===== config.mk =====
export PLATFORM = sky130hd
export DESIGN_NAME = fetch_inst_queue
export DESIGN_NICKNAME = d
export VERILOG_FILES = /design/src/rtl/fetch_inst_queue.sv
export SDC_FILE = /design/constraint.sdc
export NUM_CORES = 1
export LEC_CHECK = 0
export ABC_AREA = 1
export CAP_MARGIN = 20
export CORE_MARGIN = 10
export CORE_UTILIZATION = 50
export CTS_BUF_LIST = sky130_fd_sc_hd__clkbuf_4
export CTS_CLUSTER_SIZE = 16
export DETAILED_ROUTE_END_ITERATION = 12
export PLACE_DENSITY = 0.81
export SLEW_MARGIN = 20
export SYNTH_ARGS = -nofsm -noshare
export SYNTH_HDL_FRONTEND = slang
export SYNTH_SLANG_ARGS = --single-unit

===== constraint.sdc =====
create_clock -name clk -period 5.3 [get_ports clk]
set_clock_uncertainty 0.15 [all_clocks]
set_input_delay 0.53 -clock clk [delete_from_list [all_inputs] [get_ports clk]]
set_output_delay 0.53 -clock clk [all_outputs]
set_load 0.03 [all_outputs]

===== src/rtl/fetch_inst_queue.sv =====
// fetch_inst_queue
//   Instruction queue between Fetch and Decode. It buffers {opcode, pc} uops
//   in a small circular FIFO and presents the oldest one to Decode in
//   first-word fall-through form with a valid/ready handshake. fetch_stall
//   is raised early, so the request Fetch already has in flight still fits.
//   system_flush discards every buffered wrong-path uop.
//
// Ports
//   clk, reset        clock; asynchronous active-high reset
//   uop_valid_in      push request from Fetch, carrying opcode_in / pc_in
//   system_flush      discard all entries (highest priority)
//   dec_ready         Decode accepts the head entry this cycle
//   dec_valid         head entry valid; dec_opcode / dec_pc are zero when empty
//   fetch_stall       registered almost-full backpressure to Fetch
//   count             current occupancy
//   overflow_err      sticky flag: a push was dropped while the queue was full
module fetch_inst_queue #(
    parameter int DEPTH     = 4,
    parameter int INST_W    = 32,
    parameter int ADDR_W    = 32,
    parameter int AF_MARGIN = 2
) (
    input  logic                         clk,
    input  logic                         reset,
    input  logic                         uop_valid_in,
    input  logic [INST_W-1:0]            opcode_in,
    input  logic [ADDR_W-1:0]            pc_in,
    input  logic                         system_flush,
    input  logic                         dec_ready,
    output logic                         dec_valid,
    output logic [INST_W-1:0]            dec_opcode,
    output logic [ADDR_W-1:0]            dec_pc,
    output logic                         fetch_stall,
    output logic [$clog2(DEPTH+1)-1:0]   count,
    output logic                         overflow_err
);

    localparam int PW = $clog2(DEPTH);
    localparam int CW = $clog2(DEPTH+1);
    localparam logic [CW-1:0] FULL_CNT = CW'(DEPTH);
    localparam logic [CW-1:0] AF_CNT   = CW'(DEPTH - AF_MARGIN);

    logic [INST_W-1:0] op_mem [DEPTH];
    logic [ADDR_W-1:0] pc_mem [DEPTH];

    logic [PW-1:0] wr_ptr;
    logic [PW-1:0] rd_ptr;
    logic          full;
    logic          empty;
    logic          push;
    logic          pop;
    logic          drop;
    logic [CW-1:0] count_next;

    always_comb begin
        empty = (count == '0);
        full  = (count == FULL_CNT);
        pop   = !empty && dec_ready;
        // A full queue still accepts a push when the head leaves in the same cycle.
        push  = uop_valid_in && (!full || pop) && !system_flush;
        drop  = uop_valid_in && full && !pop && !system_flush;

        count_next = count;
        if (system_flush)
            count_next = '0;
        else if (push && !pop)
            count_next = count + CW'(1);
        else if (pop && !push)
            count_next = count - CW'(1);
    end

    always_ff @(posedge clk or posedge reset) begin
        if (reset) begin
            wr_ptr       <= '0;
            rd_ptr       <= '0;
            count        <= '0;
            fetch_stall  <= 1'b0;
            overflow_err <= 1'b0;
        end else begin
            if (system_flush) begin
                wr_ptr <= '0;
                rd_ptr <= '0;
            end else begin
                if (push)
                    wr_ptr <= wr_ptr + PW'(1);
                if (pop)
                    rd_ptr <= rd_ptr + PW'(1);
            end
            count       <= count_next;
            // Tracks post-edge occupancy; held low on flush so Fetch can redirect.
            fetch_stall <= (count_next >= AF_CNT) && !system_flush;
            if (drop)
                overflow_err <= 1'b1;
        end
    end

    // Storage is deliberately left unreset; empty-gating hides stale data.
    always_ff @(posedge clk) begin
        if (push) begin
            op_mem[wr_ptr] <= opcode_in;
            pc_mem[wr_ptr] <= pc_in;
        end
    end

    always_comb begin
        dec_valid  = !empty;
        dec_opcode = empty ? '0 : op_mem[rd_ptr];
        dec_pc     = empty ? '0 : pc_mem[rd_ptr];
    end

endmodule

# [Word level (Yosys, flattened, before mapping)]
# Memory sizes are Yosys's and may differ from the RTL's.
# Cells that the tools add are included.
[totals] reg_bits=9 n_memories=2 inputBits=69 out_inout_bits=70 ram_bits=256 elab_cells=42
[memory_table] name="op_mem" words=4 word_bits=32 rd=1 rd_clocked_by_memory_dff=0 write_ports=1 line="43" source="logic [INST_W-1:0] op_mem [DEPTH];"
[memory_table] name="pc_mem" words=4 word_bits=32 rd=1 rd_clocked_by_memory_dff=0 write_ports=1 line="44" source="logic [ADDR_W-1:0] pc_mem [DEPTH];"
[classes] addsub=4 reduce_logical=18 eq_ne=1 magnitude_cmp=1 muxes=11
[op_table] op="$mux W32" n=2
[op_table] op="$logic_and A1 B1 Y1" n=9
[op_table] op="$mux W3" n=3
[op_table] op="$mux W2" n=4
[op_table] op="$logic_not A1 Y1" n=5
[op_table] op="$add A2 B1 Y2 const B" n=2
[op_table] op="$reduce_bool A2 Y1" n=2
[op_table] op="$add A3 B1 Y3 const B" n=1
[op_table] op="$eq A3 B3 Y1 const B" n=1
[op_table] op="$ge A3 B2 Y1 const B" n=1
[op_table] op="$logic_not A3 Y1" n=1
[op_table] op="$sub A3 B1 Y3 const B" n=1
[op_table] op="$mux W1" n=2
[op_table] op="$logic_or A1 B1 Y1" n=1

# [Depth between registers and ports, before layout]
[logic_depth] depth_word=13 depth_mapped=10 ltp_nobuf=10

# [Least setup slack after synthesis]
# OpenSTA, ideal clock, no wires.
[synth_timing] path_kind="flip-flop to flip-flop" startpoint="register count[0]" endpoint="memory op_mem[0][0], enable pin" synth_period_minus_slack_ns=4.461 setup_time_ns=0.486 n_path_buf=0 path_slack_ns=0.839 arrival_ns=3.825 path_stages_with_launch=6 t_required_ns=4.664 path_cell_list="dfrtp_1 inv_1 ha_1 nand3_1 nand2_2 nor2_1"
[synth_between] elab_chain_cells=8 word_cells_on_any_way=10 classes_between="1 x eq/ne; 2 x mux; 7 x reduce/logical"
[synth_lines] element="from (decl)" line="34" source="output logic [$clog2(DEPTH+1)-1:0] count,"
[synth_lines] element="from (signal assigned)" line="89" source="count <= count_next;"
[synth_lines] element="$logic_not A3 Y1" line="56" source="empty = (count == '0);"
[synth_lines] element="$logic_not A1 Y1" line="58" source="pop = !empty && dec_ready;"
[synth_lines] element="$logic_and A1 B1 Y1" line="58"
[synth_lines] element="$logic_or A1 B1 Y1 (*)" line="60" source="push = uop_valid_in && (!full || pop) && !system_flush;"
[synth_lines] element="$logic_and A1 B1 Y1 (*) (2 in a row)" line="60"
[synth_lines] element="$mux W1 (*)" line="99" source="if (push) begin"
[synth_lines] element="$mux W1 (implied by the code) (*)" line="100" source="op_mem[wr_ptr] <= opcode_in;"
[synth_lines] element="to (decl)" line="43"
# Every way passes the cells marked *; elsewhere a longest branch is shown, timed or not.

# [Worst setup path in the final report]
[layout_timing] startpoint="register rd_ptr[0]" endpoint="output port dec_opcode[1]"
[layout_between] elab_chain_cells=2
[layout_lines] element="from (decl)" line="47" source="logic [PW-1:0] rd_ptr;"
[layout_lines] element="from (signal assigned)" line="87" source="rd_ptr <= rd_ptr + PW'(1);"
[layout_lines] element="$mem_v2 Z4 W32"
[layout_lines] element="$mux W32" line="107" source="dec_opcode = empty ? '0 : op_mem[rd_ptr];"
[layout_lines] element="to (decl)" line="31" source="output logic [INST_W-1:0] dec_opcode,"
# No other way between the ends.

==> results_dict.tcl <==
set metrics [dict create \
    cp_max_fo 77 \
    drive_gt1_frac 0.114 \
    grtUsageMet3 0.0483 \
    syn_area_sq_mm 0.0105 \
    ys_top_cells_by_area "edfxtp_1 (73%), nor2_1 (9.4%), o21ai_0 (6.1%)" \
    finalCriticalPeriod_ns 4.14 \
    yosys_warnings 0 \
    synth-xor-area-share 0.000837 \
    cp-end-kind "output pin" \
    routed_via_density 5.25 \
    holdPathStages 1 \
    synth-simple-area-share 0.106 \
    clkLatencyLatePin_ns 0.63 \
    ys_ff_latch 265 \
    tightestPinTransition_ns 0.891 \
    slowest_stage "clkinv_2" \
    rsz0062_at_grt "false" \
    post-route-period-util 0.782 \
    antenna_found_initial 2 \
    start_util 0.512 \
    grtUsageMet1 0.195 \
    cts_tree "built" \
    synthCells 836 \
    crit_type "reg2out" \
    whs_endpoint "overflow_err$_DFFE_PP0P_" \
    cts_buffers 66 \
    status "finished, final reports clean" \
    synth_top_area_share 0.735 \
    whs_ns 0.365 \
    dr.pass1.iters 5 \
    ctsRootBufferMaster "clkbuf_4" \
    final_hold_viol_count 0 \
    core_sq_mm 0.0204 \
    num_rows 52 \
    grt-ovfl-total 0 \
    post_cts.repair.setup_buffers 0 \
    finalNetCount 1081 \
    synth_fa_ha_area_frac 0.00837 \
    grt_max_degree 109 \
    pin_count 139 \
    grt_pass1_wl_mm 36.5 \
    p_per_area_mw_per_mm2 409 \
    cp_num_buf_inv 3 \
    hpwl_mm 13.1 \
    port_buffers 138 \
    die_area_sq_mm 0.0271 \
    wirelength_mm 23.2 \
    setup_viol 0 \
    fmax_mhz 241 \
    cts.sinks 265 \
    cp.required_ns 4.62 \
    gp_congestion 0.770 \
    clk_path_buf_depth 3 \
    ctsResizeCount 0 \
    path_cells "clkinv_2 > buf_12 > o21ai_0 > a21oi_1 > clkdlybuf4s50_1" \
    slew_headroom 0.406 \
    hold_buffers 1 \
    synth-edff-count 256 \
    peakVddDrop_v 0.000290 \
    crit_path_start "rd_ptr[0]$_DFFE_PP0P_" \
    synth_nets 912 \
    async_flop_share 0.0340 \
    cp_data_arrival_time_ns 3.46 \
    synth-compound-area-share 0.0963 \
    synth_top_area_cell "edfxtp_1" \
    crit_path_max_incr_delay_ns 0.74 \
    crit_path_start_kind "flop" \
    final_max_slew_viol_count 0 \
    synth_seq_area_share 0.756 \
    syn_to_final_growth_pct 22.9 \
    setup_tns_ns 0 \
    die_h_microns 165 \
    synth_area_per_cell_sq_um 12.5 \
    cp_top_family "buffers and inverters" \
    synth_top_family_by_area "simple AND/OR/NAND/NOR gates" \
    yosysUniqueCellTypes 21 \
    timing.rr.end "pc_mem[1][9]$_DFFE_PP_" \
    ant_nets 0 \
    wl_per_cell_microns 17.5 \
    fp.dieW_microns 165 \
    reg2reg_slack_ns 2.62 \
    cts_htree_levels 3 \
    r2r_cells 6 \
    drtIter0Drc 459 \
    clk_pin_slew_ns 0.07 \
    first_global_vias 7122 \
    leakagePower_nw 4.48 \
    vias 6938 \
    ys.flop_type "edfxtp_1" \
    cap_viol_max_count 0 \
    reg2reg_from "count[0]$_DFF_PP0_" \
    grt.total_usage 0.171 \
    grt_use_met2 0.289 \
    drc 0 \
    grt_busiest_layer "met2" \
    min_path_type "reg2reg" \
    synthMuxAreaShare 0 \
    hp-start "overflow_err$_DFFE_PP0P_" \
]
-- worst register-to-register path: cells and delay by family (launching register included) --
kind / cells / cell delay [ns]
simple gates: 3 / 0.64
buf+inv: 2 / 0.85
flops: 1 / 0.37
fa+ha+maj: 1 / 0.25
-- cells by family (layout without fill, tap and decap cells) --
group / count (synthesis) / after routing
fa+ha+maj: 7 / 7
compound gates: 200 / 200
xor+xnor: 1 / 1
other cells: 0 / 3
flops: 265 / 265
simple gates: 291 / 291
buf+inv: 72 / 285
-- metal layers --
metal,up-vias,share of wire,wire [microns]
li1,3324,-,-
met1,3327,0.40,9180
met2,246,0.50,11600
met3,41,0.075,1730
met4,0,0.028,647
met5,-,0,0
-- per-stage QoR --
| step | power, mW | std cells | setup slack [ns] | cell area [sq um] | util |
|---|---|---|---|---|---|
| finish | 5.26 | 1322 | 1.16 | 12900 | 0.630 |
| global route | 5.54 | 1321 | 0.848 | 12900 | 0.630 |
| CTS | 5.33 | 1318 | 1.11 | 12800 | 0.628 |
| detailed placement | 3.77 | 1205 | 1.81 | 12100 | 0.590 |
| global placement | 3.75 | 1205 | 1.83 | 12100 | 0.590 |
| floorplan | 3.23 | 836 | 0.839 | 10500 | - |
-- cells in the mapped netlist, types with 2 or more instances --
library cell	n
inv_2	4
nor2_1	261
o21ai_1	4
edfxtp_1	256
buf_4	12
buf_1	10
buf_6	2
nand3_1	7
inv_1	20
clkbuf_1	16
dfrtp_1	9
ha_1	7
buf_2	8
o21ai_0	127
nand2_1	21
a21oi_1	67
-- registers in the layout, summed over array words and instances (netlist names) --
register / count
count: 3
pc_mem: 128
fetch_stall: 1
op_mem: 128
rd_ptr: 2
overflow_err: 1
wr_ptr: 2
-- layout make-up --
| type | count | area, sq um |
|---|---|---|
| Tap cell | 270 | 338 |
| Clock buffer | 90 | 676 |
| Fill cell | 1622 | 7570 |
| Inverter | 24 | 91.3 |
| Clock inverter | 22 | 86.3 |
| Timing Repair Buffer | 149 | 1510 |
| Multi-Input combinational cell | 499 | 2240 |
| Sequential cell | 265 | 7920 |
| Antenna cell | 3 | 7.51 |
-- where the power goes --
| group | switching, mW | internal [mW] | total [mW] |
|---|---|---|---|
| clock network | 0.762 | 0.788 | 1.55 |
| registers | 0.0312 | 2.38 | 2.41 |
| logic | 0.839 | 0.459 | 1.30 |
-- worst max-delay path by stage --
stage | cells past startpoint | slack [ns] | end
after floorplan | 5 | 0.84 | op_mem[0][0]$_DFFE_PP_
after global placement | 5 | 1.83 | dec_opcode[1]
after detailed placement | 5 | 1.81 | dec_opcode[1]
after CTS | 5 | 1.11 | dec_opcode[1]
after global routing | 5 | 0.85 | dec_opcode[13]
final | 5 | 1.16 | dec_opcode[1]
-- cells in the final DEF (no fill, tap or decap), types with 3 or more instances in the layout --
master and instances:
clkbuf_4 90, diode_2 3, buf_4 6, edfxtp_1 256, buf_12 3, inv_2 7, nand3_1 7, ha_1 7
clkdlybuf4s50_1 138, clkinv_1 16, clkinv_2 4, o21ai_1 4, nor2_1 257, dfrtp_1 7, o21ai_0 127, nand2_1 21
nor2_4 4, a21oi_1 67, inv_1 19
Power figures use the tool's default switching activity.
